<file path="src/rtl/wishbone_cmd_master.sv">
// wishbone_cmd_master: single-outstanding Wishbone B4 pipelined master driven by a valid/ready command stream.
// Ports:
//   i_clk, i_reset_n                    clock, asynchronous active-low reset
//   i_cmd_valid/o_cmd_ready             command handshake (ready only while idle)
//   i_cmd_we, i_cmd_addr, i_cmd_data    command fields, latched on accept
//   o_rsp_valid, o_rsp_err, o_rsp_data  one-cycle response pulse
//   o_wb_cyc/stb/we/addr/odata          Wishbone request outputs
//   i_wb_ack/stall/err/idata            Wishbone slave returns
// Optional: define WB_CMD_MASTER_TIMEOUT_EN to abort transactions left unanswered
// for TIMEOUT_CYCLES cycles of o_wb_cyc; otherwise the master waits indefinitely.
module wishbone_cmd_master #(
    parameter int ADDR_WIDTH     = 2,
    parameter int DATA_WIDTH     = 32,
    parameter int TIMEOUT_CYCLES = 15
) (
    input  logic                  i_clk,
    input  logic                  i_reset_n,
    input  logic                  i_cmd_valid,
    output logic                  o_cmd_ready,
    input  logic                  i_cmd_we,
    input  logic [ADDR_WIDTH-1:0] i_cmd_addr,
    input  logic [DATA_WIDTH-1:0] i_cmd_data,
    output logic                  o_rsp_valid,
    output logic                  o_rsp_err,
    output logic [DATA_WIDTH-1:0] o_rsp_data,
    output logic                  o_wb_cyc,
    output logic                  o_wb_stb,
    output logic                  o_wb_we,
    output logic [ADDR_WIDTH-1:0] o_wb_addr,
    output logic [DATA_WIDTH-1:0] o_wb_odata,
    input  logic                  i_wb_ack,
    input  logic                  i_wb_stall,
    input  logic                  i_wb_err,
    input  logic [DATA_WIDTH-1:0] i_wb_idata
);
    localparam logic [1:0] IDLE = 2'd0, REQ = 2'd1, WAIT = 2'd2, RESP = 2'd3;
    logic [1:0]            state_q, state_d;
    logic                  cyc_q, cyc_d, stb_q, stb_d, we_q, we_d;
    logic [ADDR_WIDTH-1:0] addr_q, addr_d;
    logic [DATA_WIDTH-1:0] odata_q, odata_d, rsp_data_q, rsp_data_d;
    logic                  rsp_valid_q, rsp_valid_d, rsp_err_q, rsp_err_d;
    logic                  tmo;
`ifdef WB_CMD_MASTER_TIMEOUT_EN
    localparam int CW = $clog2(TIMEOUT_CYCLES + 1);
    localparam logic [CW-1:0] TLAST = CW'(TIMEOUT_CYCLES - 1);
    logic [CW-1:0] cnt_q, cnt_d;
    // cnt_q counts completed cyc cycles; the edge ending cycle TIMEOUT_CYCLES aborts.
    assign tmo   = cnt_q == TLAST;
    assign cnt_d = (state_q == IDLE) ? '0 : cyc_q ? cnt_q + 1'b1 : cnt_q;
    always_ff @(posedge i_clk or negedge i_reset_n)
        if (!i_reset_n) cnt_q <= '0;
        else cnt_q <= cnt_d;
`else
    assign tmo = 1'b0;
`endif
    always_comb begin
        state_d     = state_q;
        cyc_d       = cyc_q;
        stb_d       = stb_q;
        we_d        = we_q;
        addr_d      = addr_q;
        odata_d     = odata_q;
        rsp_valid_d = 1'b0;
        rsp_err_d   = 1'b0;
        rsp_data_d  = rsp_data_q;
        case (state_q)
            IDLE: if (i_cmd_valid) begin
                state_d = REQ;
                cyc_d   = 1'b1;
                stb_d   = 1'b1;
                we_d    = i_cmd_we;
                addr_d  = i_cmd_addr;
                odata_d = i_cmd_data;
            end
            REQ, WAIT: if (i_wb_ack || i_wb_err || tmo) begin
                state_d     = RESP;
                cyc_d       = 1'b0;
                stb_d       = 1'b0;
                rsp_valid_d = 1'b1;
                // err beats ack; a timeout is an error unless ack lands on the same edge
                rsp_err_d   = i_wb_err || !i_wb_ack;
                rsp_data_d  = rsp_err_d ? '0 : we_q ? rsp_data_q : i_wb_idata;
            end else if (state_q == REQ && !i_wb_stall) begin
                state_d = WAIT;
                stb_d   = 1'b0;
            end
            default: state_d = IDLE;
        endcase
    end
    always_ff @(posedge i_clk or negedge i_reset_n)
        if (!i_reset_n) begin
            state_q     <= IDLE;
            cyc_q       <= 1'b0;
            stb_q       <= 1'b0;
            we_q        <= 1'b0;
            addr_q      <= '0;
            odata_q     <= '0;
            rsp_valid_q <= 1'b0;
            rsp_err_q   <= 1'b0;
            rsp_data_q  <= '0;
        end else begin
            state_q     <= state_d;
            cyc_q       <= cyc_d;
            stb_q       <= stb_d;
            we_q        <= we_d;
            addr_q      <= addr_d;
            odata_q     <= odata_d;
            rsp_valid_q <= rsp_valid_d;
            rsp_err_q   <= rsp_err_d;
            rsp_data_q  <= rsp_data_d;
        end
    assign o_cmd_ready = state_q == IDLE;
    assign o_rsp_valid = rsp_valid_q;
    assign o_rsp_err   = rsp_err_q;
    assign o_rsp_data  = rsp_data_q;
    assign o_wb_cyc    = cyc_q;
    assign o_wb_stb    = stb_q;
    assign o_wb_we     = we_q;
    assign o_wb_addr   = addr_q;
    assign o_wb_odata  = odata_q;
endmodule

</file>
<file path="config.mk">
export PLATFORM = sky130hd
export DESIGN_NAME = wishbone_cmd_master
export DESIGN_NICKNAME = d
export VERILOG_FILES = /design/src/rtl/wishbone_cmd_master.sv
export SDC_FILE = /design/constraint.sdc
export NUM_CORES = 1
export LEC_CHECK = 0
export BUFFER_PORTS_ARGS = -buffer_cell sky130_fd_sc_hd__buf_4
export CAP_MARGIN = 10
export CORE_AREA = 5 5 94 96
export CTS_BUF_LIST = sky130_fd_sc_hd__clkbuf_16
export DETAILED_ROUTE_END_ITERATION = 8
export DIE_AREA = 0 0 99 101
export HOLD_SLACK_MARGIN = 0.12
export PLACE_DENSITY = 0.74
export SETUP_SLACK_MARGIN = 0.15
export SLEW_MARGIN = 20
export SYNTH_ARGS = -nofsm -noshare
export SYNTH_HDL_FRONTEND = slang
export SYNTH_SLANG_ARGS = --single-unit
</file>
<file path="constraint.sdc">
create_clock -name i_clk -period 1.4 [get_ports i_clk]
set_input_delay 0.14 -clock i_clk [delete_from_list [all_inputs] [get_ports i_clk]]
set_output_delay 0.14 -clock i_clk [all_outputs]
set_load 0.05 [all_outputs]
</file>
Word level (Yosys, flattened, before mapping)
Cells that the tools add are included.

storage, ports and cells
  flip-flop bits (word level) = 73
  bits of input ports = 73

operators by class
  eq/ne operators = 6
  muxes and demuxes = 16
  reduce and logical (&&, ||, !) cells = 13

operators by type and width
  kind                                                    number
  2-to-1 mux 32 bit                                       2
  AND reduction 3 bit                                     3
  2-to-1 mux 1 bit                                        8
  2-to-1 mux 2 bit                                        3
  inequality test 2 bit (second input constant)           2
  case mux 1 bit (2 select lines)                         2
  case mux 2 bit (2 select lines)                         1
  AND reduction 2 bit                                     2
  inequality test 3 bit (second input constant)           1
  equality test 2 x 1 -> 1 bit (second input constant)    1
  equality test 2 bit (second input constant)             1
  zero test 1 bit                                         2
  zero test 2 bit                                         1
  logical OR 1 bit                                        2
  inequality test 2 x 1 -> 1 bit (second input constant)  1
  nonzero test 2 bit                                      1
  OR reduction 2 bit                                      1
  logical AND 1 bit                                       1

Longest topological paths before layout
Gate-level depths: netlist (run 1).

  depth in word-level cells = 5
  mapped depth = 6

Worst setup path before layout (run 1)
OpenSTA, ideal clock, no wires.

  path type = reg-to-reg
  start = register state_q[0]
  end = register odata_q[11], in the netlist o_wb_odata[11]
  data arrival time = 1,754 ps
  path slack = -479 ps
  stages on the path, launching flop included = 6
  clock period less this slack = 1,879 ps
  cell sequence = dfrtp_1 > inv_1 > ha_1 > nand2_2 > buf_6 > mux2_4

on the way
  longest elaborated chain between the ends = 2

ends and longest elaborated chain
  item                                  RTL line  text
  from (decl)                           37        logic [1:0] state_q, state_d;
  from (signal assigned)                102       state_q <= state_d;
  zero test 2 bit                       -
  via o_cmd_ready                       19        output logic o_cmd_ready,
  AND reduction 2 bit (no source line)  -
  to (signal assigned)                  107       odata_q <= odata_d;
  to (decl)                             40        logic [DATA_WIDTH-1:0] odata_q, odata_d, rsp_data_q, rsp_data_d;

The timed path passes the listed nets, and every way through them passes these cells.
A chain may end at the register's enable or synchronous reset.

Worst setup path in the final report (run 1)
  start = register state_q[1]
  end = register rsp_data_q[0], in the netlist o_rsp_data[0]

on the way
  longest elaborated chain between the ends = 3
  elaborated cells on any way between the ends = 4
  classes of those cells = 2 x eq/ne; 2 x reduce/logical

ends and longest elaborated chain
  item                                                                 RTL line  text
  equality test 2 x 1 -> 1 bit or equality test 2 bit (tied branches)  66        case (state_q)
  OR reduction 2 bit *                                                 66
  AND reduction 3 bit (no source line) *                               -
  to (signal assigned)                                                 110       rsp_data_q <= rsp_data_d;
  to (decl)                                                            40

Mark *: on every way between the ends. The rest lies on a longest branch, timed or not.

==> summary.md, run 1 <==
| Metric | Value |
|---|---|
| Nets | around 550 |
| Wire length per cell | 16.8 um |
| Reg2reg start | state_q[1]$_DFFE_PN0P_ |
| Failing checks | negative setup slack |
| GRT Total Usage | roughly a fifth |
| Core area | 7970 um2 |
| Critical Path, Cell by Cell | inv_2, ha_4, o21a_4, buf_12, buf_16, mux2i_2 |
| Synthesized area | roughly 3200 um2 |
| Number of vias per cell | 4.56 |
| Total number of H-tree levels | 3 |
| Worst path bufs/invs | 3 |
| Flop2flop setup slack | -50 ps |
| Hold_sp | i_cmd_valid |
| Hold Slack | about 190 ps |
| CTS Buffer Depth | 2 |
| Critical Path RT | roughly 1600 ps |
| CP peak stage delay | about 370 ps |
| PortBufs | around 140 |
| Initial core utilization | 40.1% |
| Maximum clock frequency | 0.688 GHz |
| Worst Tran Pin Value | between 300 and 400 ps |
| Tmin final | around 1500 ps |
| Critical path arrival | 1690 ps |
| FP Rows | 33 |
| Die Area | around 10000 um2 |
| Placed cell count | slightly below 500 |
| R2r worst-path depth | 6 |
| Routed WL | 9.91 mm |
| Drt pass-1 iters | 4 |
| YS warnings | 0 |
| RSZ-0062 raised after global routing | yes |
| Min-Delay Path Depth | 3 |
| CTS root buf | clkbuf_16 |
| Layout cells sized above 1 | 48.2% |
| Pre-CTS setup slack | -92.6 ps |
| Register area share after synthesis | a little under three fifths |
| WS Path Type | flip-flop to flip-flop |
| Clk Latency, worst-skew pair | ~320 ps |
| Clk pin slew, worst setup/hold paths | 60 ps |
| PD cells | ~2900 nW/um2 |
| Chip width | around 100 um |
| Post-Route Setup TNS | -342 ps |
| Clock Sinks | 73 |
| Vias in the first global route | between 3000 and 4000 |
| GRT overflow | 0 |
| Global-route wire length before repair | 15.7 mm |
| Vias | roughly 2700 |
| Antenna cells | 0 |
| Status | finished with violations |
| Crit share post-route | 104% |
| Non-Filler Instances | a little under 600 |
| Peak supply drop | approximately 0.0019 V |
| Die Y | 101 um |
| Setup ws final | -54.4 ps |
| Initial antenna violation count | 0 |
| Syn Inst Count | roughly 240 |
| TritonCTS clock tree | built |
| Fin. Hold Viols | 0 |
| Syn Area/Cell | 13.3 um2 |
| R2R Path End | o_rsp_data[0]$_DFFE_PN0P_ |
| Max-Cap Viols | 0 |
| Worst Hold Class | primary input to flip-flop |
| Max transition margin | approximately three quarters |
| Post-synth net total | between 300 and 400 |
| Hpwl dp | ~5.5 mm |
| Largest net degree at the start of global routing | between 70 and 80 |
| ANT nets after route | 0 |
| Synthesis-to-finish area growth | 82.4% |
| Clock skew | between 5 and 6 ps |
| CP Capture Type | flip-flop |
| Hold endpoint | o_wb_cyc$_DFFE_PN0P_ |
| CP max-delay cell | dfrtp_1 |
| Final setup fails | 19 |
| DRT iter0 DRCs | 60 |
| Cell family with most CP delay | flip-flops |
| # DRC | 0 |
| Pins Over Slew Limit | 0 |
| Synth cell types | 24 |
| Cell leakage power | roughly 0.0029 uW |
| Crit Path Max Fanout | 8 |
| Synth Register Bits | 73 |
| Gpl congestion | roughly 0.73 |
| CTS buffer count | 9 |
| IO Pins | 145 |
| CP Launch Type | flip-flop |
## kinds of logic after synthesis
family | share of synthesized area, %
and+or+nand+nor | 5.13
AOI/OAI and AO/OA | 2.23
buffers and inverters | 8.15
muxes | 26.1
DFF | 57.2
adders and majority gates | 1.18
## flip-flops by register name, indices dropped and copies added, names as in the netlist
signal,flops
o_rsp_data,32
o_wb_odata,32
o_wb_addr,2
state_q,2
o_rsp_err,1
o_rsp_valid,1
o_wb_cyc,1
o_wb_stb,1
o_wb_we,1
## worst max path at each step
stage | start | end | slack (ps) | depth (start not counted)
finish | state_q[1]$_DFFE_PN0P_ | o_rsp_data[0]$_DFFE_PN0P_ | -50 | 6
global route | state_q[0]$_DFFE_PN0P_ | o_rsp_data[0]$_DFFE_PN0P_ | -100 | 6
CTS | state_q[0]$_DFFE_PN0P_ | o_rsp_data[10]$_DFFE_PN0P_ | -10 | 6
detailed placement | state_q[1]$_DFFE_PN0P_ | o_rsp_data[19]$_DFFE_PN0P_ | -90 | 5
global placement | state_q[1]$_DFFE_PN0P_ | o_rsp_data[17]$_DFFE_PN0P_ | 10 | 5
floorplan | state_q[1]$_DFFE_PN0P_ | o_wb_odata[11]$_DFFE_PN0P_ | -20 | 5
## what timing repair did
action / in CTS / in global routing
gates cloned: 4 / 2
endpoints found under the hold margin: 142 / 0
setup buffers: 7 / 0
endpoints found under the setup margin: 71 / 71
hold buffers: 70 / 0
pin swaps: 2 / 3
resized for setup: 24 / 6
## cells in the mapped netlist
| cell | count | area [um2] |
|---|---|---|
| dfrtp_1 | 73 | 1830 |
| inv_1 | 36 | 135 |
| mux2i_1 | 32 | 320 |
| nand2_1 | 32 | 120 |
| mux2_4 | 29 | 435 |
| mux2_1 | 7 | 78.8 |
| buf_2 | 4 | 20.0 |
| buf_6 | 4 | 45.0 |
| buf_12 | 3 | 60.1 |
| ha_1 | 3 | 37.5 |
| o21ai_1 | 3 | 15.0 |
| a21oi_1 | 2 | 10.0 |
| nor2b_1 | 2 | 12.5 |
| a31oi_1 | 1 | 6.26 |
| a31oi_2 | 1 | 12.5 |
| and2_1 | 1 | 6.26 |
| nand2_2 | 1 | 6.26 |
| nand2b_1 | 1 | 6.26 |
| nor2_1 | 1 | 3.75 |
| nor2b_2 | 1 | 8.76 |
| o21a_1 | 1 | 7.51 |
| o21ai_0 | 1 | 5.00 |
| o22ai_1 | 1 | 6.26 |
| o2bb2ai_1 | 1 | 8.76 |
## tightest hold or removal path, stage by stage
cell     delay (ps)
buf_4           140
a21oi_1          70
o21ai_1         110
## metal layers
layer	routed length (um)	up-vias	track usage (%)
met2	5310	110	36.4
met5	0	-	0
met3	738	12	6.64
met4	128	0	6.09
met1	3730	1312	22.4
li1	-	1246	-
## per-stage QoR
stage / power, uW / instance area (um2) / util (%)
final: 16700 / 5830 / 73.1
after floorplan: 10200 / 3230 / -
after CTS: 16500 / 5750 / 72.1
after global routing: 17400 / 5830 / 73.1
after global placement: 12400 / 4440 / 55.8
after detailed placement: 12500 / 4440 / 55.8
## cell type report
cell class,instances,area (um2)
repair buffers,237,2170
fillers,522,2140
flip-flops and latches,73,1830
multi-input cells,121,1220
clock buffers,9,225
inverters,36,135
well taps,105,131
clock inverters,7,119
## cells in the final DEF, fill, tap and decap left out, types with 2 or more instances in the layout
master           n
mux2_4          36
buf_12           5
bufinv_16        3
mux2i_2          2
buf_4          149
ha_1             2
buf_16           4
o21ai_1          4
buf_8            3
a21oi_1          2
inv_1           34
nand2_1         32
dfrtp_1         72
clkbuf_16       11
inv_2            2
buf_6            4
dlygate4sd3_1   70
mux2i_1         30
clkinvlp_4       2
## report_power, final
part	total (uW)	internal (uW)	switching, uW
logic	10200	4220	6000
clock network	2610	1740	870
registers	3900	3190	711
total	16700	9150	7580
(Power assumes the default switching activity.)
==> run 2: changes to the inputs <==
==> config.mk (replaced) <==
export PLATFORM = sky130hd
export DESIGN_NAME = wishbone_cmd_master
export DESIGN_NICKNAME = d
export VERILOG_FILES = /design/src/rtl/wishbone_cmd_master.sv
export SDC_FILE = /design/constraint.sdc
export NUM_CORES = 1
export LEC_CHECK = 0
export ABC_AREA = 1
export BUFFER_PORTS_ARGS = -buffer_cell sky130_fd_sc_hd__buf_4
export CAP_MARGIN = 10
export CELL_PAD_IN_SITES_DETAIL_PLACEMENT = 0
export CELL_PAD_IN_SITES_GLOBAL_PLACEMENT = 1
export CORE_AREA = 5 5 107 109
export CTS_BUF_LIST = sky130_fd_sc_hd__clkbuf_16
export DETAILED_ROUTE_END_ITERATION = 8
export DIE_AREA = 0 0 112 114
export HOLD_SLACK_MARGIN = 0.12
export PLACE_DENSITY_LB_ADDON = 0.1
export SETUP_SLACK_MARGIN = 0.15
export SLEW_MARGIN = 20
export SYNTH_ARGS = -nofsm -noshare
export SYNTH_HDL_FRONTEND = slang
export SYNTH_SLANG_ARGS = --single-unit
export TNS_END_PERCENT = 20
==> run 2 against run 1 <==
Net effect: the flow now finishes without violations; via count up 10%; clock skew down 1.1 ps; worst setup slack improved by 92 ps; die area increased by 28%; critical endpoint is now o_rsp_data[20]$_DFFE_PN0P_.
==> summary.md, run 2 <==
| Metric | Value |
|---|---|
| Initial antenna violation count | 0 |
| Final core utilization | 55.5% |
| CP Capture Type | flip-flop |
| Synth Area in Simple Gates | between 20% and 30% |
| Pins Over Slew Limit | 0 |
| Commonest non-fill, non-tap cells in the layout | 157 x nand2_1, 150 x buf_4, 73 x dfrtp_1, 70 x dlygate4sd3_1, 32 x o21ai_2 |
| Hold_sp | i_cmd_valid |
| Clock skew | 4.51 ps |
| Register area | about 1800 um2 |
| RSZ-0062 raised after global routing | yes |
| Async S/R FF share, synth | 100% |
| Fraction of the mapped netlist area in compound gates | under 10% |
| XOR/XNOR Fraction of Synth Area | 0% |
| Number of vias per cell | between 4 and 5 |
| Vias in the first global route | between 2000 and 3000 |
| FP Rows | 38 |
| Multiplexer share of the synthesized area | 0% |
| Layout cells sized above 1 | 44.7% |
| Crit share post-route | between 90% and 100% |
| Clk Latency, worst-skew pair | around 320 ps |
| Critical path arrival | approximately 1600 ps |
| TritonCTS clock tree | built |
| Register area share after synthesis | 60.1% |
| Synth Area in Adders | ~1.2% |
| Worst Tran Pin Value | 404 ps |
| Hold endpoint | o_wb_odata[6]$_DFFE_PN0P_ |
| # DRC | 0 |
| WS Path Type | flip-flop to flip-flop |
| Register share of total power | a little under a quarter |
| PD cells | approximately 2800 nW/um2 |
| Antenna cells | 0 |
| DRT iter0 DRCs | between 80 and 90 |
| Gate power share | around three fifths |
| Commonest cells post-synth | 185 x nand2_1, 73 x dfrtp_1, 30 x o21ai_2, 8 x inv_1 |
| YS warnings | 0 |
| Drt pass-1 iters | 4 |
| Die Area | approximately 13000 um2 |
| Peak supply drop | about 0.0013 V |
| Hold Slack | ~140 ps |
| Vias | just under 3000 |
| IO Pins | 145 |
| Clk network pwr share | approximately 15% |
| Maximum clock frequency | 0.734 GHz |
| Reg2reg start | state_q[1]$_DFFE_PN0P_ |
| EDFF count, synth | 0 |
| Crit Path Max Fanout | 6 |
| Hpwl dp | between 5 and 6 mm |
| Post-synth top flop | dfrtp_1 |
| Worst Hold Class | primary input to flip-flop |
| Area share of the largest cell type after synthesis | around 60% |
| CP Launch Type | flip-flop |
| Tmin final | approximately 1400 ps |
| Chip width | between 100 and 150 um |
| R2R Path End | o_rsp_data[20]$_DFFE_PN0P_ |
| Initial core utilization | just under 30% |
| Cell leakage power | 0.00303 uW |
| Min-Delay Path Depth | 4 |
| Routed WL | roughly 9.5 mm |
| Clk pin slew, worst setup/hold paths | ~60 ps |
| Multi-input gate area | approximately 1300 um2 |
| Max transition margin | 73.0% |
| Largest net degree at the start of global routing | 74 |
| CTS root buf | clkbuf_16 |
| R2r worst-path depth | 8 |
| Leading cell type in the layout, fill and taps excluded | nand2_1 |
| Gpl congestion | 0.712 |
| CTS buffer count | 9 |
| Most common cell in the netlist | nand2_1 |
| Synth Register Bits | 73 |
| PortBufs | 144 |
| Synthesis-to-finish area growth | 91.7% |
| Critical Path RT | approximately 1600 ps |
| Global-route wire length before repair | ~15 mm |
| Final setup fails | 0 |
| Syn Inst Count | about 330 |
| Synth cell types | 15 |
| GRT overflow | 0 |
| Top post-synthesis cells by area | dfrtp_1 60%, nand2_1 23%, o21ai_2 8.6% |
| Nets | roughly 640 |
| ANT nets after route | 0 |
| Int Pwr | 8380 uW |
| Die Y | between 100 and 150 um |
| Total number of H-tree levels | 3 |
| Wire length per cell | between 10 and 15 um |
| Post-synth net total | roughly 400 |
| Switch Pwr | 7900 uW |
| Clock Sinks | between 70 and 80 |
| GRT Total Usage | 14.3% |
| Syn Area/Cell | 9.27 um2 |
| CTS Buffer Depth | 2 |
| Sw frac | a little under 50% |
| Fillers | between 900 and 1000 |
| Synthesized area | 3040 um2 |
| Max-Cap Viols | 0 |
| Largest family of logic cells by synthesized area | simple AND/OR/NAND/NOR gates |
| Flop2flop setup slack | 40 ps |
| Core area | roughly 11000 um2 |
| Status | finished clean |
| Fin. Hold Viols | 0 |
| Area leader, netlist | dfrtp_1 |
## run 2: cell types whose count changed in the layout (fill, tap and decap cells not counted), sizes merged, moves of 3 or more
cell / change
buf: -4
clkbuf: +4
nor2b: -3
nand3: +3
mux2: -36
inv: -27
mux2i: -32
nand2: +154
o21ai: +31
## run 2: cell type report
type                    count  share of cell area [%]
clock inverters             6                    1.44
repair buffers            237                    37.0
inverters                  10                   0.902
flip-flops and latches     73                    31.3
clock buffers               9                    3.86
well taps                 140                    3.01
multi-input cells         231                    22.4
## run 2: routing by layer
layer  up-vias  GRT usage (%)  wire, um
met5         -              0         0
met1      1360           18.3      4010
met2        94           22.1      4520
met3        12           5.62       804
li1       1483              -         -
met4         0           4.81       124
## run 2: power groups by stage
stage / combinational, uW / sequential (uW) / clock (uW)
after floorplan: 2360 / 7040 / 0
after CTS: 8500 / 3690 / 2470
final: 10100 / 3830 / 2400
after global routing: 10700 / 3970 / 2560
after global placement: 8270 / 3690 / 0
after detailed placement: 8330 / 3700 / 0
## run 2: worst max path at each step
stage / from / endpoint / slack, ps / cells after the start
5_1_grt: state_q[1]$_DFFE_PN0P_ / o_rsp_data[2]$_DFFE_PN0P_ / -20 / 7
2_1_floorplan: state_q[0]$_DFFE_PN0P_ / o_rsp_data[23]$_DFFE_PN0P_ / 100 / 8
6_report: state_q[1]$_DFFE_PN0P_ / o_rsp_data[20]$_DFFE_PN0P_ / 40 / 8
3_3_place_gp: state_q[1]$_DFFE_PN0P_ / o_rsp_data[9]$_DFFE_PN0P_ / 80 / 8
3_5_place_dp: state_q[1]$_DFFE_PN0P_ / o_rsp_data[18]$_DFFE_PN0P_ / 50 / 8
4_1_cts: state_q[1]$_DFFE_PN0P_ / o_rsp_data[11]$_DFFE_PN0P_ / 30 / 8
## run 2: logic make-up after synthesis
family | count (synthesis)
DFF | 73
AOI/OAI and AO/OA | 35
adders and majority gates | 3
buffers and inverters | 25
and+or+nand+nor | 192
## run 2: what timing repair did
item                       4_1_cts  5_1_grt
gates cloned                     0        9
setup endpoints to repair       48       70
hold buffers                    70        0
pin swaps                        0        6
resized for setup                0       63
setup buffers                    0        3
hold endpoints to repair       142        0
## run 2: stage by stage
step                      total power [uW]  worst slack (ps)  setup TNS, ps  cell area (um2)  cells
after floorplan                       9410              98.7              0             3070    328
after global placement               12000              80.8              0             4380    609
after detailed placement             12000              49.3              0             4380    609
after CTS                            14600              32.4              0             5390    694
after global routing                 17200             -16.7           -166             5830    706
final                                16300              37.7              0             5830    706
## run 2: critical path: stages (launching register included)
cell and delay, ps:
dfrtp_1 350, inv_2 60, ha_4 280, o21ai_4 70, clkinv_4 100, nand2_8 100, clkbuf_16 200, nand2_2 60
o21ai_2 40
==> run 3: changes to the inputs <==
--- a/config.mk
+++ b/config.mk
@@ -15,6 +15,7 @@
 export DETAILED_ROUTE_END_ITERATION = 8
 export DIE_AREA = 0 0 112 114
 export HOLD_SLACK_MARGIN = 0.12
+export MAX_ROUTING_LAYER = met4
 export PLACE_DENSITY_LB_ADDON = 0.1
 export SETUP_SLACK_MARGIN = 0.15
 export SLEW_MARGIN = 20
==> constraint.sdc (replaced) <==
create_clock -name i_clk -period 1.4 [get_ports i_clk]
set_input_delay 0.14 -clock i_clk [delete_from_list [all_inputs] [get_ports i_clk]]
set_output_delay 0.14 -clock i_clk [all_outputs]
set_load 0.1 [all_outputs]
==> run 3 against run 2 <==
Net effect: cell area fell by 3.3%; highest routed layer unchanged; clock skew grew 1.5 ps; global-route usage up 0.20 points; register-to-register slack barely moved; largest cell class unchanged; non-clock buffer count shrank 4; core utilization shrank 1.8 points; first-iteration DRC count rose by 72%.
==> summary.md, run 3 (same netlist as run 2, synthesis figures left out) <==
| Metric | Value |
|---|---|
| Status | finished clean |
| # DRC | 0 |
| FP Rows | 38 |
| Die Y | about 110 um |
| Vias in the first global route | approximately 3000 |
| R2r worst-path depth | 8 |
| Clk Latency, worst-skew pair | about 320 ps |
| Pins Over Slew Limit | 0 |
| Vias | just under 3000 |
| Min-Delay Path Depth | 4 |
| Routed WL | approximately 9 mm |
| Critical Path, Cell by Cell | inv_2, ha_4, o21ai_4, clkinv_4, nand2_8, clkbuf_16, nand2_1, o21ai_2 |
| Drt pass-1 iters | 4 |
| Cell family with most CP delay | flip-flops |
| TritonCTS clock tree | built |
| Gpl congestion | around 0.73 |
| Tmin final | roughly 1300 ps |
| WS Path Type | flip-flop to flip-flop |
| Commonest non-fill, non-tap cells in the layout | 164 x nand2_1, 152 x buf_4, 72 x dfrtp_1, 69 x dlygate4sd3_1, 30 x o21ai_2 |
| Final instance area | roughly 5600 um2 |
| IO Pins | around 150 |
| Nets | 634 |
| Antenna cells | 0 |
| Worst path bufs/invs | 3 |
| Chip width | around 110 um |
| Clk pin slew, worst setup/hold paths | 50 ps |
| GRT overflow | 0 |
| Initial core utilization | ~29% |
| Hold endpoint | o_rsp_valid$_DFF_PN0_ |
| CTS buffer count | 9 |
| Non-Filler Instances | roughly 700 |
| CP Capture Type | flip-flop |
| R2R Path End | o_rsp_data[26]$_DFFE_PN0P_ |
| Hpwl dp | roughly 5.7 mm |
| RSZ-0062 raised after global routing | yes |
| Hold Slack | roughly 230 ps |
| Critical path arrival | ~1600 ps |
| Crit share post-route | between 90 and 100% |
| Crit Path Max Fanout | 5 |
| GRT Total Usage | ~14% |
| CP max-delay cell | dfrtp_1 |
| Max transition margin | 72.9% |
| CTS Buffer Depth | 2 |
| Largest net degree at the start of global routing | between 70 and 80 |
| Placed Area | between 4000 and 5000 um2 |
| Synthesis-to-finish area growth | 85.3% |
| Number of vias per cell | approximately 4.2 |
| Worst Hold Class | primary input to flip-flop |
| CP Launch Type | flip-flop |
| Clock skew | about 6 ps |
| Layout cells sized above 1 | 42.8% |
| Reg2reg start | state_q[1]$_DFFE_PN0P_ |
| Max-Cap Viols | 0 |
| PortBufs | 144 |
| CTS root buf | clkbuf_16 |
| Placed cell count | between 600 and 700 |
| Global-route wire length before repair | roughly 15 mm |
| Clock Sinks | 73 |
| Critical Path RT | about 1600 ps |
| Initial antenna violation count | 0 |
| Final setup fails | 0 |
| Hold_sp | i_wb_ack |
| CP peak stage delay | between 300 and 400 ps |
| Fin. Hold Viols | 0 |
| Total number of H-tree levels | 3 |
| Worst Tran Pin Value | slightly above 400 ps |
| Wire length per cell | ~13 um |
| Maximum clock frequency | 0.742 GHz |
| Flop2flop setup slack | slightly above 50 ps |
| Die Area | about 13000 um2 |
| DRT iter0 DRCs | around 140 |
| ANT nets after route | 0 |
| Core area | 10500 um2 |
| Leading cell type in the layout, fill and taps excluded | nand2_1 |
==> run 3: changes by cell type in the layout (fill, tap and decap cells not counted), moves of 3 or more <==
| cell | before | now |
|---|---|---|
| nand2_1 | 157 | 164 |
| nand2_4 | 19 | 7 |
| clkbuf_16 | 15 | 12 |
| buf_12 | 6 | 3 |
| nand2_2 | 9 | 14 |
==> run 3: metal layers <==
layer  vias up  global-route usage (%)  wire (um)  part of all wire, %
met5         -                       -          0                    0
met4         0                    3.61         75                 0.82
met3         6                    4.93        692                  7.5
met2        93                    22.2       4350                   47
met1      1377                    18.5       4050                   44
li1       1476                       -          -                    -
==> run 3: repair_timing <==
item | 4_1_cts | 5_1_grt
resized for setup | 8 | 33
endpoints found under the hold margin | 141 | 0
setup buffers | 3 | 2
hold buffers | 69 | 0
setup endpoints to repair | 72 | 72
pin swaps | 1 | 3
gates cloned | 1 | 4
==> run 3: stage by stage <==
step,TNS [ps],setup slack [ps],utilization (%)
final,0,51.7,53.6
after CTS,0,52.7,51.6
after detailed placement,0,4.59,41.2
after global placement,0,49.4,41.2
after global routing,-20.2,-6.45,53.6
after floorplan,-74.1,-9.09,-
==> run 3: layout make-up <==
| class | count | area, um2 |
|---|---|---|
| Inverter | 10 | 45.0 |
| Clock buffer | 9 | 225 |
| Multi-Input combinational cell | 231 | 1210 |
| Sequential cell | 73 | 1830 |
| Timing Repair Buffer | 233 | 2060 |
| Fill cell | 958 | 4870 |
| Clock inverter | 7 | 87.6 |
| Tap cell | 140 | 175 |
==> run 3: worst register-to-register path: stages, from the launching register on <==
cell and delay (ps):
dfrtp_1 360, inv_2 60, ha_4 280, o21ai_4 70, clkinv_4 100, nand2_8 90
clkbuf_16 180, nand2_1 70, o21ai_2 50
==> run 3: worst max path at each step <==
stage | start | to | slack, ps | depth (start not counted)
2_1_floorplan | state_q[1]$_DFFE_PN0P_ | o_wb_stb$_DFFE_PN0P_ | -9 | 7
3_3_place_gp | state_q[1]$_DFFE_PN0P_ | o_rsp_data[17]$_DFFE_PN0P_ | 50 | 8
3_5_place_dp | state_q[1]$_DFFE_PN0P_ | o_rsp_data[27]$_DFFE_PN0P_ | 5 | 8
4_1_cts | state_q[1]$_DFFE_PN0P_ | o_rsp_data[20]$_DFFE_PN0P_ | 50 | 8
5_1_grt | state_q[1]$_DFFE_PN0P_ | o_rsp_data[19]$_DFFE_PN0P_ | -6 | 8
6_report | state_q[1]$_DFFE_PN0P_ | o_rsp_data[26]$_DFFE_PN0P_ | 50 | 8
Power of run 3 is not shown: default switching activity piles up to over one toggle a cycle in this logic, so the estimate is an artifact.
